**src/rtl/shared_pkg.sv**
```systemverilog
// Shared types for the N-road junction controller: lamp phase encoding and
// sensor level names.
package shared_pkg;

    typedef enum logic [1:0] {
        GREEN   = 2'd0,
        YELLOW  = 2'd1,
        ALL_RED = 2'd2
    } phase_e;

    localparam logic CARS    = 1'b1;
    localparam logic NO_CARS = 1'b0;

endpackage

```
**src/rtl/rr_arbiter.sv**
```systemverilog
// Round-robin pick among the non-priority roads 1..NUM_ROADS-1: the first
// requesting road strictly after rr_ptr, wrapping within 1..NUM_ROADS-1.
module rr_arbiter #(
    parameter  int NUM_ROADS = 4,
    localparam int IDX_W     = $clog2(NUM_ROADS)
) (
    input  logic [NUM_ROADS-1:1] req,
    input  logic [IDX_W-1:0]     rr_ptr,
    output logic [IDX_W-1:0]     grant,
    output logic                 valid
);

    localparam logic [IDX_W:0] LAST_ROAD = (IDX_W+1)'(NUM_ROADS - 1);

    logic [IDX_W-1:0]     cand [1:NUM_ROADS-1];
    logic [NUM_ROADS-1:1] hit;

    // cand[o] is the road o steps after rr_ptr, folded back into 1..N-1.
    genvar gi;
    generate
        for (gi = 1; gi < NUM_ROADS; gi++) begin : g_cand
            logic [IDX_W:0] sum;
            assign sum      = {1'b0, rr_ptr} + (IDX_W+1)'(gi);
            assign cand[gi] = IDX_W'((sum > LAST_ROAD) ? (sum - LAST_ROAD) : sum);
            assign hit[gi]  = req[cand[gi]];
        end
    endgenerate

    always_comb begin
        valid = |hit;
        grant = '0;
        for (int o = NUM_ROADS - 1; o >= 1; o--) begin
            if (hit[o]) begin
                grant = cand[o];
            end
        end
    end

endmodule

```
**src/rtl/traffic_ctrl_nroad.sv**
```systemverilog
// Sensor-driven N-road junction controller: road 0 has priority, roads 1..N-1
// share green round-robin. Define TRAFFIC_PED_EN to add the pedestrian all-red phase.
module traffic_ctrl_nroad
    import shared_pkg::*;
#(
    parameter  int NUM_ROADS  = 4,
    parameter  int GREEN_MIN  = 5,
    parameter  int GREEN_MAX  = 11,
    parameter  int YELLOW_CYC = 1,
    parameter  int PED_CYC    = 4,
    localparam int IDX_W      = $clog2(NUM_ROADS)
) (
    input  logic                 clk,
    input  logic                 rst,
    input  logic [NUM_ROADS-1:0] sensor,
`ifdef TRAFFIC_PED_EN
    input  logic                 ped_req,
    output logic                 ped_walk,
`endif
    output logic [NUM_ROADS-1:0] red,
    output logic [NUM_ROADS-1:0] yellow,
    output logic [NUM_ROADS-1:0] green,
    output logic [IDX_W-1:0]     active_road,
    output logic [1:0]           phase
);

    localparam int CNT_W = $clog2(GREEN_MAX + 1);

    localparam logic [1:0] ST_GREEN   = GREEN;
    localparam logic [1:0] ST_YELLOW  = YELLOW;
`ifdef TRAFFIC_PED_EN
    localparam logic [1:0] ST_ALL_RED = ALL_RED;
    localparam logic [CNT_W-1:0] PED_LAST = CNT_W'(PED_CYC - 1);
`endif

    localparam logic [CNT_W-1:0] MIN_LAST = CNT_W'(GREEN_MIN - 1);
    localparam logic [CNT_W-1:0] MAX_LAST = CNT_W'(GREEN_MAX - 1);
    localparam logic [CNT_W-1:0] YEL_LAST = CNT_W'(YELLOW_CYC - 1);
    localparam logic [CNT_W-1:0] CNT_SAT  = CNT_W'(GREEN_MAX);

    generate
        if (NUM_ROADS < 2) begin : g_chk_roads
            $error("traffic_ctrl_nroad: NUM_ROADS must be >= 2");
        end
        if (GREEN_MIN < 1) begin : g_chk_gmin
            $error("traffic_ctrl_nroad: GREEN_MIN must be >= 1");
        end
        if (GREEN_MAX < GREEN_MIN) begin : g_chk_gmax
            $error("traffic_ctrl_nroad: GREEN_MAX must be >= GREEN_MIN");
        end
        // The phase counter saturates at GREEN_MAX, so every timed phase must fit under it.
        if (YELLOW_CYC < 1 || YELLOW_CYC > GREEN_MAX + 1) begin : g_chk_yel
            $error("traffic_ctrl_nroad: YELLOW_CYC must be in 1..GREEN_MAX+1");
        end
        if (PED_CYC < 1 || PED_CYC > GREEN_MAX + 1) begin : g_chk_ped
            $error("traffic_ctrl_nroad: PED_CYC must be in 1..GREEN_MAX+1");
        end
    endgenerate

    logic [1:0]           phase_reg,  phase_next;
    logic [IDX_W-1:0]     road_reg,   road_next;
    logic [IDX_W-1:0]     rr_ptr_reg, rr_ptr_next;
    logic [CNT_W-1:0]     cnt_reg,    cnt_next;
    logic [NUM_ROADS-1:0] green_next, yellow_next, red_next;
    logic [NUM_ROADS-1:0] road_mask;
    logic                 other_req, cross_req, grant_go;
    logic [IDX_W-1:0]     arb_grant;
    logic                 arb_valid;
`ifdef TRAFFIC_PED_EN
    logic                 ped_pend_reg, ped_pend_next;
    logic                 ped_extra;
    assign ped_extra = ped_pend_reg;
`else
    logic                 ped_extra;
    assign ped_extra = 1'b0;
`endif

    rr_arbiter #(
        .NUM_ROADS(NUM_ROADS)
    ) u_arb (
        .req   (sensor[NUM_ROADS-1:1]),
        .rr_ptr(rr_ptr_reg),
        .grant (arb_grant),
        .valid (arb_valid)
    );

    // cross_req: cars on non-priority roads other than the one currently served.
    assign road_mask = NUM_ROADS'(1) << road_reg;
    assign other_req = (|sensor[NUM_ROADS-1:1]) | ped_extra;
    assign cross_req = (|(sensor & ~road_mask & ~NUM_ROADS'(1))) | ped_extra;

    always_comb begin
        phase_next  = phase_reg;
        road_next   = road_reg;
        rr_ptr_next = rr_ptr_reg;
        grant_go    = 1'b0;
        case (phase_reg)
            ST_GREEN: begin
                if (road_reg == '0) begin
                    if (other_req && cnt_reg >= MIN_LAST) phase_next = ST_YELLOW;
                end else if (cnt_reg >= MIN_LAST && sensor[road_reg] == NO_CARS) begin
                    phase_next = ST_YELLOW;
                end else if (cnt_reg >= MAX_LAST && (sensor[0] == CARS || cross_req)) begin
                    phase_next = ST_YELLOW;
                end
            end
            ST_YELLOW: begin
                if (cnt_reg >= YEL_LAST) begin
`ifdef TRAFFIC_PED_EN
                    if (ped_pend_reg) phase_next = ST_ALL_RED;
                    else              grant_go   = 1'b1;
`else
                    grant_go = 1'b1;
`endif
                end
            end
`ifdef TRAFFIC_PED_EN
            ST_ALL_RED: begin
                if (cnt_reg >= PED_LAST) grant_go = 1'b1;
            end
`endif
            default: begin
                phase_next = ST_GREEN;
                road_next  = '0;
            end
        endcase
        if (grant_go) begin
            phase_next = ST_GREEN;
            if (sensor[0] == CARS || !arb_valid) begin
                road_next = '0;
            end else begin
                road_next   = arb_grant;
                rr_ptr_next = arb_grant;
            end
        end
    end

    assign cnt_next = (phase_next != phase_reg) ? '0 :
                      (cnt_reg == CNT_SAT)      ? cnt_reg : cnt_reg + 1'b1;

`ifdef TRAFFIC_PED_EN
    // Entry into ALL_RED consumes the request; a request seen during the walk re-arms it.
    assign ped_pend_next = (phase_next == ST_ALL_RED && phase_reg != ST_ALL_RED) ? 1'b0
                         : (ped_pend_reg | ped_req);
`endif

    genvar gi;
    generate
        for (gi = 0; gi < NUM_ROADS; gi++) begin : g_lamp
            assign green_next[gi]  = (phase_next == ST_GREEN)  && (road_next == IDX_W'(gi));
            assign yellow_next[gi] = (phase_next == ST_YELLOW) && (road_next == IDX_W'(gi));
        end
    endgenerate
    assign red_next = ~(green_next | yellow_next);

    always_ff @(posedge clk or posedge rst) begin
        if (rst) begin
            phase_reg  <= ST_GREEN;
            road_reg   <= '0;
            rr_ptr_reg <= IDX_W'(NUM_ROADS - 1);
            cnt_reg    <= '0;
            green      <= NUM_ROADS'(1);
            yellow     <= '0;
            red        <= ~NUM_ROADS'(1);
`ifdef TRAFFIC_PED_EN
            ped_pend_reg <= 1'b0;
            ped_walk     <= 1'b0;
`endif
        end else begin
            phase_reg  <= phase_next;
            road_reg   <= road_next;
            rr_ptr_reg <= rr_ptr_next;
            cnt_reg    <= cnt_next;
            green      <= green_next;
            yellow     <= yellow_next;
            red        <= red_next;
`ifdef TRAFFIC_PED_EN
            ped_pend_reg <= ped_pend_next;
            ped_walk     <= (phase_next == ST_ALL_RED);
`endif
        end
    end

    assign active_road = road_reg;
    assign phase       = phase_reg;

endmodule

```
**config.mk**
```make
export PLATFORM = sky130hd
export DESIGN_NAME = traffic_ctrl_nroad
export DESIGN_NICKNAME = d
export VERILOG_FILES = /design/src/rtl/shared_pkg.sv /design/src/rtl/rr_arbiter.sv /design/src/rtl/traffic_ctrl_nroad.sv
export SDC_FILE = /design/constraint.sdc
export NUM_CORES = 1
export LEC_CHECK = 0
export CAP_MARGIN = 40
export CORE_UTILIZATION = 40
export CTS_CLUSTER_DIAMETER = 40
export DETAILED_ROUTE_END_ITERATION = 7
export PLACE_DENSITY = 0.7
export RECOVER_POWER = 50
export SYNTH_ARGS = -nofsm -noshare
export SYNTH_HDL_FRONTEND = slang
export SYNTH_SLANG_ARGS = --single-unit
export TNS_END_PERCENT = 5
```
**constraint.sdc**
```tcl
create_clock -name clk -period 3.2 [get_ports clk]
set_input_delay 0.64 -clock clk [delete_from_list [all_inputs] [get_ports clk]]
set_output_delay 0.64 -clock clk [all_outputs]
set_load 0.01 [all_outputs]
```
== Word-level counts from Yosys, hierarchy flattened ==
Cells that the tools add are included.

* Bits in read-only memories: 0
* Memories: 0
* Register bits: 22
* Bits in latches: 0
* Output and inout bits: 16
* Memory bits (writable): 0
* Input bits: 6
* Logic and storage cells: 89

* $lt $le $gt $ge: 10
* Multipliers: 0
* Bitwise logic cells: 6
* Div/mod/pow operators: 0
* Multiplexer cells: 27
* Shift-type cells: 1
* $add $sub $neg: 7
* Reduce and logical (&&, ||, !) cells: 23
* Eq/ne operators: 8

{| class="wikitable"
|+ Operators with widths
! cell !! number
|-
| $mux W2 || 14
|-
| $lt A2 B3 Y1 const B || 4
|-
| $logic_and A1 B1 Y1 || 11
|-
| $gt A3 B2 Y1 const B || 3
|-
| $reduce_or A3 Y1 || 3
|-
| $bmux W1 S2 || 4
|-
| $logic_not A2 Y1 || 4
|-
| $mux W4 || 2
|-
| $not A4 Y4 || 2
|-
| $add A2 B2 Y3 const B || 2
|-
| $eq A2 B1 Y1 const B || 3
|-
| $mux W1 || 6
|-
| $sub A2 B2 Y2 const B || 3
|-
| $add A4 B1 Y4 const B || 1
|-
| $and A4 B4 Y4 || 1
|-
| $eq A2 B2 Y1 const B || 2
|-
| $eq A4 B4 Y1 const B || 1
|-
| $ge A4 B1 Y1 const B || 1
|-
| $ge A4 B3 Y1 const B || 1
|-
| $ge A4 B4 Y1 const B || 1
|-
| $or A4 B4 Y4 || 1
|-
| $pmux W2 S2 || 1
|-
| $shl A1 B2 Y4 const A || 1
|-
| $add A2 B1 Y3 const B || 1
|-
| other kinds (7) || 9
|}

== Depth between registers and ports, before layout ==
Gate-level depths: netlist of run 1.

* Depth in word-level cells: 15
* Mapped depth: 8
* Mapped depth without buffers: 7

== By module ==
Synthesis of run 1 repeated with hierarchy kept, for this count alone.

* Cell total of the unflattened synthesis: 96
* Area, all modules: 1108.6 µm²

{| class="wikitable"
|+ By module, submodules not included
! module !! seq. area each (µm²) !! area an instance (µm²) !! instances !! cells an instance
|-
| traffic_ctrl_nroad || 558.0 || 949.7 || 1 || 74
|-
| rr_arbiter || 0.0 || 158.9 || 1 || 22
|}

== Least setup slack after synthesis of run 1 ==
No wires, ideal clock.

* Path type: reg-to-reg
* Start: register rr_ptr_reg[0]
* End: register green[3]
* Period minus slack after synthesis: 2.150 ns
* Data required time: 3.067 ns
* Buffers on the path: 1
* Arrival: 2.017 ns
* Cell stages (with the launch flop): 9
* Path slack: 1.050 ns
* Library setup time: 0.133 ns
* Path through: dfstp_2 inv_1 ha_1 buf_6 or3_1 and4_2 a21oi_1 a221o_1 nor2_1

* Word-level cells in the longest chain between the ends: 12
* Elaborated cells on any way between the ends: 28
* Classes of those cells: add/sub (6); order compare (3); eq/ne (1); mux (14); reduce/logical (4)

{| class="wikitable"
|+ Ends and longest elaborated chain
! item !! RTL line !! RTL
|-
| start: declaration || traffic_ctrl_nroad.sv:62 || <nowiki>logic [IDX_W-1:0] rr_ptr_reg, rr_ptr_next;</nowiki>
|-
| start signal: assignment || traffic_ctrl_nroad.sv:160 || <nowiki>rr_ptr_reg <= IDX_W'(NUM_ROADS - 1);</nowiki>
|-
| start signal: assignment || traffic_ctrl_nroad.sv:172 || <nowiki>rr_ptr_reg <= rr_ptr_next;</nowiki>
|-
| $add A2 B2 Y3 / $add A2 B1 Y3 (equally long branches) || rr_arbiter.sv:23 || <nowiki>assign sum = {1'b0, rr_ptr} + (IDX_W+1)'(gi);</nowiki>
|-
| $gt A3 B2 Y1 / $sub A2 B2 Y2 (equally long branches) || rr_arbiter.sv:24 || <nowiki>assign cand[gi] = IDX_W'((sum > LAST_ROAD) ? (sum - LAST_ROAD) : sum);</nowiki>
|-
| $mux W2 || rr_arbiter.sv:24 ||
|-
| $bmux W1 S2 || rr_arbiter.sv:25 || <nowiki>assign hit[gi] = req[cand[gi]];</nowiki>
|-
| $mux W1 (implied by the code) || rr_arbiter.sv:25 ||
|-
| $mux W2 / $reduce_or A3 Y1 (equally long branches) || rr_arbiter.sv:33, rr_arbiter.sv:30 ||
|-
| $mux W2 / $logic_not A1 Y1 (equally long branches) || rr_arbiter.sv:33, traffic_ctrl_nroad.sv:129 ||
|-
| $mux W2 / $logic_or A1 B1 Y1 (equally long branches) || rr_arbiter.sv:33, traffic_ctrl_nroad.sv:129 ||
|-
| $mux W2 * || traffic_ctrl_nroad.sv:129 || <nowiki>if (sensor[0] == CARS || !arb_valid) begin</nowiki>
|-
| $mux W2 * || traffic_ctrl_nroad.sv:127 || <nowiki>if (grant_go) begin</nowiki>
|-
| $eq A2 B2 Y1 * || traffic_ctrl_nroad.sv:150 || <nowiki>assign green_next[gi] = (phase_next == ST_GREEN) && (road_next == IDX_W'(gi));</nowiki>
|-
| $logic_and A1 B1 Y1 * || traffic_ctrl_nroad.sv:150 ||
|-
| named net green_next[3] || traffic_ctrl_nroad.sv:64 || <nowiki>logic [NUM_ROADS-1:0] green_next, yellow_next, red_next;</nowiki>
|-
| end signal: assignment || traffic_ctrl_nroad.sv:174 || <nowiki>green <= green_next;</nowiki>
|-
| end: declaration || traffic_ctrl_nroad.sv:22 || <nowiki>output logic [NUM_ROADS-1:0] green,</nowiki>
|}

The timed path passes the listed nets; every way through them passes the cells marked *. The select of a mux whose other input is x is not followed.
A chain may end at the register's enable or synchronous reset.

== Worst setup path in the final report of run 1 ==
Same ends and word-level chain as after synthesis.

==> flow_summary.toml, run 1 <==
[global_routing]
overflow = 0
grt_antenna_before_repair = 0
grt_pass1_wl_mm = 3.98
grt_max_degree = 23
grt_pass1_vias = 909
grt_usage = 0.158

[placed_design]
io_buffers = 21
dp_hpwl_mm = 1.76
gp_congestion = 0.761

[route]
drtPass1Iterations = 4
drt-total-wl_mm = 2.33
drc = 0
ant_nets = 0
drt-initial-drc-count = 23
viasPerCell = 5.56
wl_per_cell_um = 14.3
num_vias = 907

[clocking]
post_cts_buffers = 0
postCtsResizedCells = 0
numCtsBuffers = 3
clkSinkCount = 22
clock_path_buffers = 2
insertion_delay_ps = 310
cts_tree = "done"
cts_hold_buf = 0
htreeDepth = 1
path_clk_slew_ps = 120
root_buffer = "clkbuf_4"

[synth]
synth_area_leaders = "dfrtp_1 33%, dfstp_2 13%, buf_6 3.7%"
ys_seq_area_frac = 0.455
async_flop_share = 1.00
syn_nets = 124
synth_top_cell_area_share = 0.327
ys.flop_type = "dfrtp_1"
synth_enable_flop_cells = 0
syn-instance-count = 115
synth_seq_cells = 22
synthDistinctLibCells = 45
netlist_area_mm2 = 0.00123
ys_warn_count = 0
synth_top_area_cell = "dfrtp_1"
avgSynthCellArea_um2 = 10.7

[timing]
period_needed_ps = 2370
min_period_over_period = 0.741
tightest_slew_ps = 802
rsz0062_at_grt = "no"
drv_slew = 0
slew_headroom = 0.458
whs_ps = 511
fin_tns_setup_ps = 0
max_freq_mhz = 422
hold_viol = 0
clock_skew_ps = 4.78
setup_violations = 0

[final_layout]
num-nets-final = 142
diodes = 0
final_common_cell = "dfrtp_1"
area_growth_pct = 18.2
layout_common_cells = "16 x dfrtp_1, 13 x clkdlybuf4s50_1, 12 x nor2_1"
drive_gt1_frac = 0.159

[die]
dieArea_mm2 = 0.00329
ioPinCount = 22
die_w_um = 57.4
start_util = 0.433
fp-row-count = 19
die_h_um = 57.4
core_area_mm2 = 0.00283

[worst_setup_path]
r2r_end = "green[3]"
r2r_setup_slack_ps = 830
crit_fanout = 10
crit_chain = "inv_1, ha_1, or3_1, and4_2, a21oi_1, a221o_1, nor2_1"
path_buf_inv = 1
required_ps = 3390
criticalPathCategory = "reg -> reg"
cpPeakStageDelay_ps = 560
critPathSlowestCell = "dfstp_2"
crit_arrival_ps = 2560
worstRegToRegCells = 7
rr_startpoint = "rr_ptr_reg[0]"
critPathLaunchType = "flip-flop"
end_kind = "flip-flop"
crit_family = "compound AO/OA/AOI/OAI gates"

[power]
swShare = 0.315
power_mw = 0.776
power_density_mw_per_mm2 = 535
power.internal_mw = 0.531
power.net_switching_mw = 0.245
seqPwrFrac = 0.422
p_leak_nw = 0.631
ir_drop_uv = 328
power_frac_clock = 0.271
pwr-share-comb = 0.307

[min_path]
hold_depth = 2
hp-class = "reg -> reg"
min_to = "rr_ptr_reg[0]"
min_from = "rr_ptr_reg[0]"

[run]
cap_viol_max_count = 0

[run_status]
outcome = "finished, final reports clean"
## layer usage
metal  track usage  wire (um)  vias up
li1              -          -      451
met4        0.0627         29        0
met1         0.176        961      435
met3        0.0431         77        5
met2         0.284       1260       16
met5             0          0        -
## metrics by stage
stage	worst slack, ps	std cells	util	instance area [um2]
after CTS	813	163	0.512	1450
final	828	163	0.512	1450
after global routing	689	163	0.512	1450
after detailed placement	532	159	0.494	1400
after floorplan	1050	115	-	1230
after global placement	582	159	0.494	1400
## how the worst max path moves through the flow
| stage | slack (ps) | end | cells past startpoint | start |
|---|---|---|---|---|
| 6_report | 830 | green[3] | 7 | rr_ptr_reg[0] |
| 3_5_place_dp | 530 | yellow[2] | 6 | sensor[0] |
| 4_1_cts | 810 | green[3] | 7 | rr_ptr_reg[0] |
| 3_3_place_gp | 580 | yellow[2] | 6 | sensor[0] |
| 2_1_floorplan | 1050 | green[3] | 8 | rr_ptr_reg[0] |
| 5_1_grt | 690 | cnt_reg[2] | 6 | sensor[2] |
## cells by family (layout without fill, tap and decap cells)
kind of cell             after synthesis  after routing  share of synthesized area
AO/OA/AOI/OAI                         28             28                      0.179
other                                  1              1                    0.00306
flip-flops                            22             22                      0.455
adder cells (fa/ha/maj)                3              3                     0.0306
XOR/XNOR                               2              2                     0.0143
buffers and inverters                 12             29                     0.0765
multiplexers                           5              5                     0.0418
AND/OR/NAND/NOR                       42             42                      0.200
## worst reg2reg max path: cells and delay by family, from the launching register on
kind,cells,cell delay [ps]
buf+inv,1,40
flops,1,560
compound gates,2,640
simple gates,3,620
fa+ha+maj,1,400
## cells in the mapped netlist (2+ instances only)
cell      number
nand2_1        7
inv_1          4
dfstp_2        6
ha_1           3
buf_6          4
nand3_1        2
o21bai_1       2
a21oi_1        3
nand2b_1       3
buf_4          2
o21ai_4        2
nor3b_2        2
nor4_1         3
mux2i_1        4
and3b_1        2
o21a_1         2
nor2_1        12
dfrtp_1       16
nor3_1         3
o21ai_0        8
## layout make-up
class | instances | area, um2
inverters | 4 | 15.0
clock inverters | 1 | 30.0
fillers | 245 | 1380
flip-flops and latches | 22 | 558
clock buffers | 3 | 22.5
well taps | 31 | 38.8
repair buffers | 21 | 210
multi-input cells | 81 | 574
## power groups by stage
stage,clock (mW),combinational (mW),sequential (mW)
3_5_place_dp,0,0.236,0.334
5_1_grt,0.230,0.266,0.332
3_3_place_gp,0,0.221,0.332
6_report,0.210,0.238,0.327
4_1_cts,0.216,0.237,0.328
2_1_floorplan,0,0.213,0.331
Note: power is estimated with default switching activity, not from simulation.
==> inputs of run 2 (changes only) <==
--- a/config.mk
+++ b/config.mk
@@ -9,7 +9,7 @@
 export CORE_UTILIZATION = 40
 export CTS_CLUSTER_DIAMETER = 40
 export DETAILED_ROUTE_END_ITERATION = 7
-export PLACE_DENSITY = 0.7
+export PLACE_DENSITY = 0.72
 export RECOVER_POWER = 50
 export SYNTH_ARGS = -nofsm -noshare
 export SYNTH_HDL_FRONTEND = slang
==> constraint.sdc (replaced) <==
create_clock -name clk -period 2.04 [get_ports clk]
set_input_delay 0.408 -clock clk [delete_from_list [all_inputs] [get_ports clk]]
set_output_delay 0.408 -clock clk [all_outputs]
set_load 0.01 [all_outputs]
==> run 2 against run 1 <==
Against the previous run: the run now ends with negative setup slack left; sequential cell count unchanged; largest cell class unchanged; die area unchanged; clock skew up 2.1 ps.
==> flow_summary.toml, run 2 (synthesized netlist as in run 1, its figures left out) <==
[timing]
setup_violations = 5
clock_skew_ps = 6.87
min_period_over_period = 1.02
max_freq_mhz = 480
setup_ws_ps = -42.5
slew_headroom = 0.249
rsz0062_at_grt = "yes"
hold_viol = 0
tightest_slew_ps = 1130
period_needed_ps = 2080
whs_ps = 572
drv_slew = 0

[worst_setup_path]
rr_startpoint = "rr_ptr_reg[1]"
crit_arrival_ps = 2330
path_buf_inv = 1
criticalPathCategory = "in -> reg"
crit_family = "compound AO/OA/AOI/OAI gates"
end_kind = "flip-flop"
crit_fanout = 8
crit_chain = "clkdlybuf4s50_1, mux2_2, a21oi_1, o21ai_0, a31oi_2, and3b_1"
cpPeakStageDelay_ps = 550
required_ps = 2290
critPathSlowestCell = "clkdlybuf4s50_1"
startpoint = "sensor[3]"
critPathLaunchType = "primary input"

[clocking]
htreeDepth = 1
cts_tree = "done"
clkSinkCount = 22
path_clk_slew_ps = 120
root_buffer = "clkbuf_4"
clock_path_buffers = 2
insertion_delay_ps = 300
numCtsBuffers = 3

[final_layout]
drive_gt1_frac = 0.301
layout_common_cells = "20 x clkdlybuf4s50_1, 20 x buf_4, 16 x dfrtp_1"
finish.instance_area_mm2 = 0.00164
area_growth_pct = 34.1
num-nets-final = 163
diodes = 0

[power]
power_mw = 1.40
seqPwrFrac = 0.370
power.internal_mw = 0.953
swShare = 0.317
power_density_mw_per_mm2 = 849
power.net_switching_mw = 0.442
p_leak_nw = 0.706
pwr-share-comb = 0.394
power_frac_clock = 0.236
ir_drop_uv = 540

[placed_design]
gp_congestion = 0.842
dp_hpwl_mm = 1.97
place_area_mm2 = 0.00155
io_buffers = 21

[route]
drtPass1Iterations = 4
drc = 0
drt-initial-drc-count = 36
drt-total-wl_mm = 2.75
num_vias = 996
ant_nets = 0
wl_per_cell_um = 14.9
viasPerCell = 5.41

[die]
fp-row-count = 19
core_area_mm2 = 0.00283
die_w_um = 57.4
start_util = 0.433
dieArea_mm2 = 0.00329
die_h_um = 57.4
ioPinCount = 22

[run]
cap_viol_max_count = 0

[run_status]
outcome = "complete, but fails checks"
violations = "negative setup slack"

[global_routing]
grt_antenna_before_repair = 0
grt_usage = 0.188
grt_pass1_wl_mm = 4.63
grt_pass1_vias = 1008
grt_max_degree = 23
overflow = 0

[min_path]
min_from = "rr_ptr_reg[1]"
hp-class = "reg -> reg"
## run 2: cell count changes in the layout (fill, tap and decap cells not counted), sizes merged
| cell | before | now |
|---|---|---|
| clkdlybuf4s50 | 13 | 20 |
| buf | 0 | 20 |
| clkbuf | 3 | 4 |
| dlygate4sd3 | 8 | 1 |
## run 2: worst paths after layout
kind / end / slack, ps / cells after the start
worst max-delay path: yellow[2] / -40 / 6
worst min-delay path: rr_ptr_reg[1] / 570 / 2
worst max register to register: red[1] / -20 / 8
worst min register to register: rr_ptr_reg[1] / 570 / 2
max in group asynchronous: yellow[0] / 490 / 3
min in group asynchronous: active_road[0] / 870 / 3
## run 2: area by class of cell
cell class              instances  area, um2
clock inverters                 1       30.0
multi-input cells              81        616
repair buffers                 42        364
flip-flops and latches         22        558
fillers                       250       1180
inverters                       4       15.0
well taps                      31       38.8
clock buffers                   3       22.5
## run 2: timing repair
item	CTS	global route
endpoints found under the hold margin	0	0
resized for setup	7	1
setup buffers	2	0
pin swaps	4	0
endpoints found under the setup margin	12	17
hold buffers	0	0
## run 2: through the flow
step                utilization  instances  setup TNS (ps)  setup WS (ps)
floorplan                     -        115               0           9.47
global placement          0.548        178           -3400           -256
detailed placement        0.548        178           -4630           -314
CTS                       0.582        184               0           2.69
global route              0.581        184            -905           -101
finish                    0.581        184            -104          -42.5
## run 2: per-layer routing
layer / global-route usage / wire, um
met5: 0 / 0
met4: 0.0523 / 16
met3: 0.0408 / 53
met2: 0.331 / 1450
met1: 0.231 / 1230
## run 2: power groups by stage
stage	Clock, mW	Combinational, mW	Sequential, mW
4_1_cts	0.335	0.542	0.517
3_3_place_gp	0	0.448	0.515
3_5_place_dp	0	0.472	0.517
5_1_grt	0.359	0.597	0.522
6_report	0.329	0.550	0.517
2_1_floorplan	0	0.356	0.520
## run 2: worst register-to-register path: cells and delay by family, from the launching register on
kind	cells	cell delay, ps
AOI/OAI and AO/OA	2	300
and+or+nand+nor	3	730
adders and majority gates	1	180
DFF	1	590
buffers and inverters	2	200
==> inputs of run 3 (changes only) <==
--- a/config.mk
+++ b/config.mk
@@ -9,6 +9,7 @@
 export CORE_UTILIZATION = 40
 export CTS_CLUSTER_DIAMETER = 40
 export DETAILED_ROUTE_END_ITERATION = 7
+export GPL_ROUTABILITY_DRIVEN = 0
 export PLACE_DENSITY = 0.72
 export RECOVER_POWER = 50
 export SYNTH_ARGS = -nofsm -noshare
==> results of run 3 <==
Final layout, timing and power as in run 2 (identical DEF).
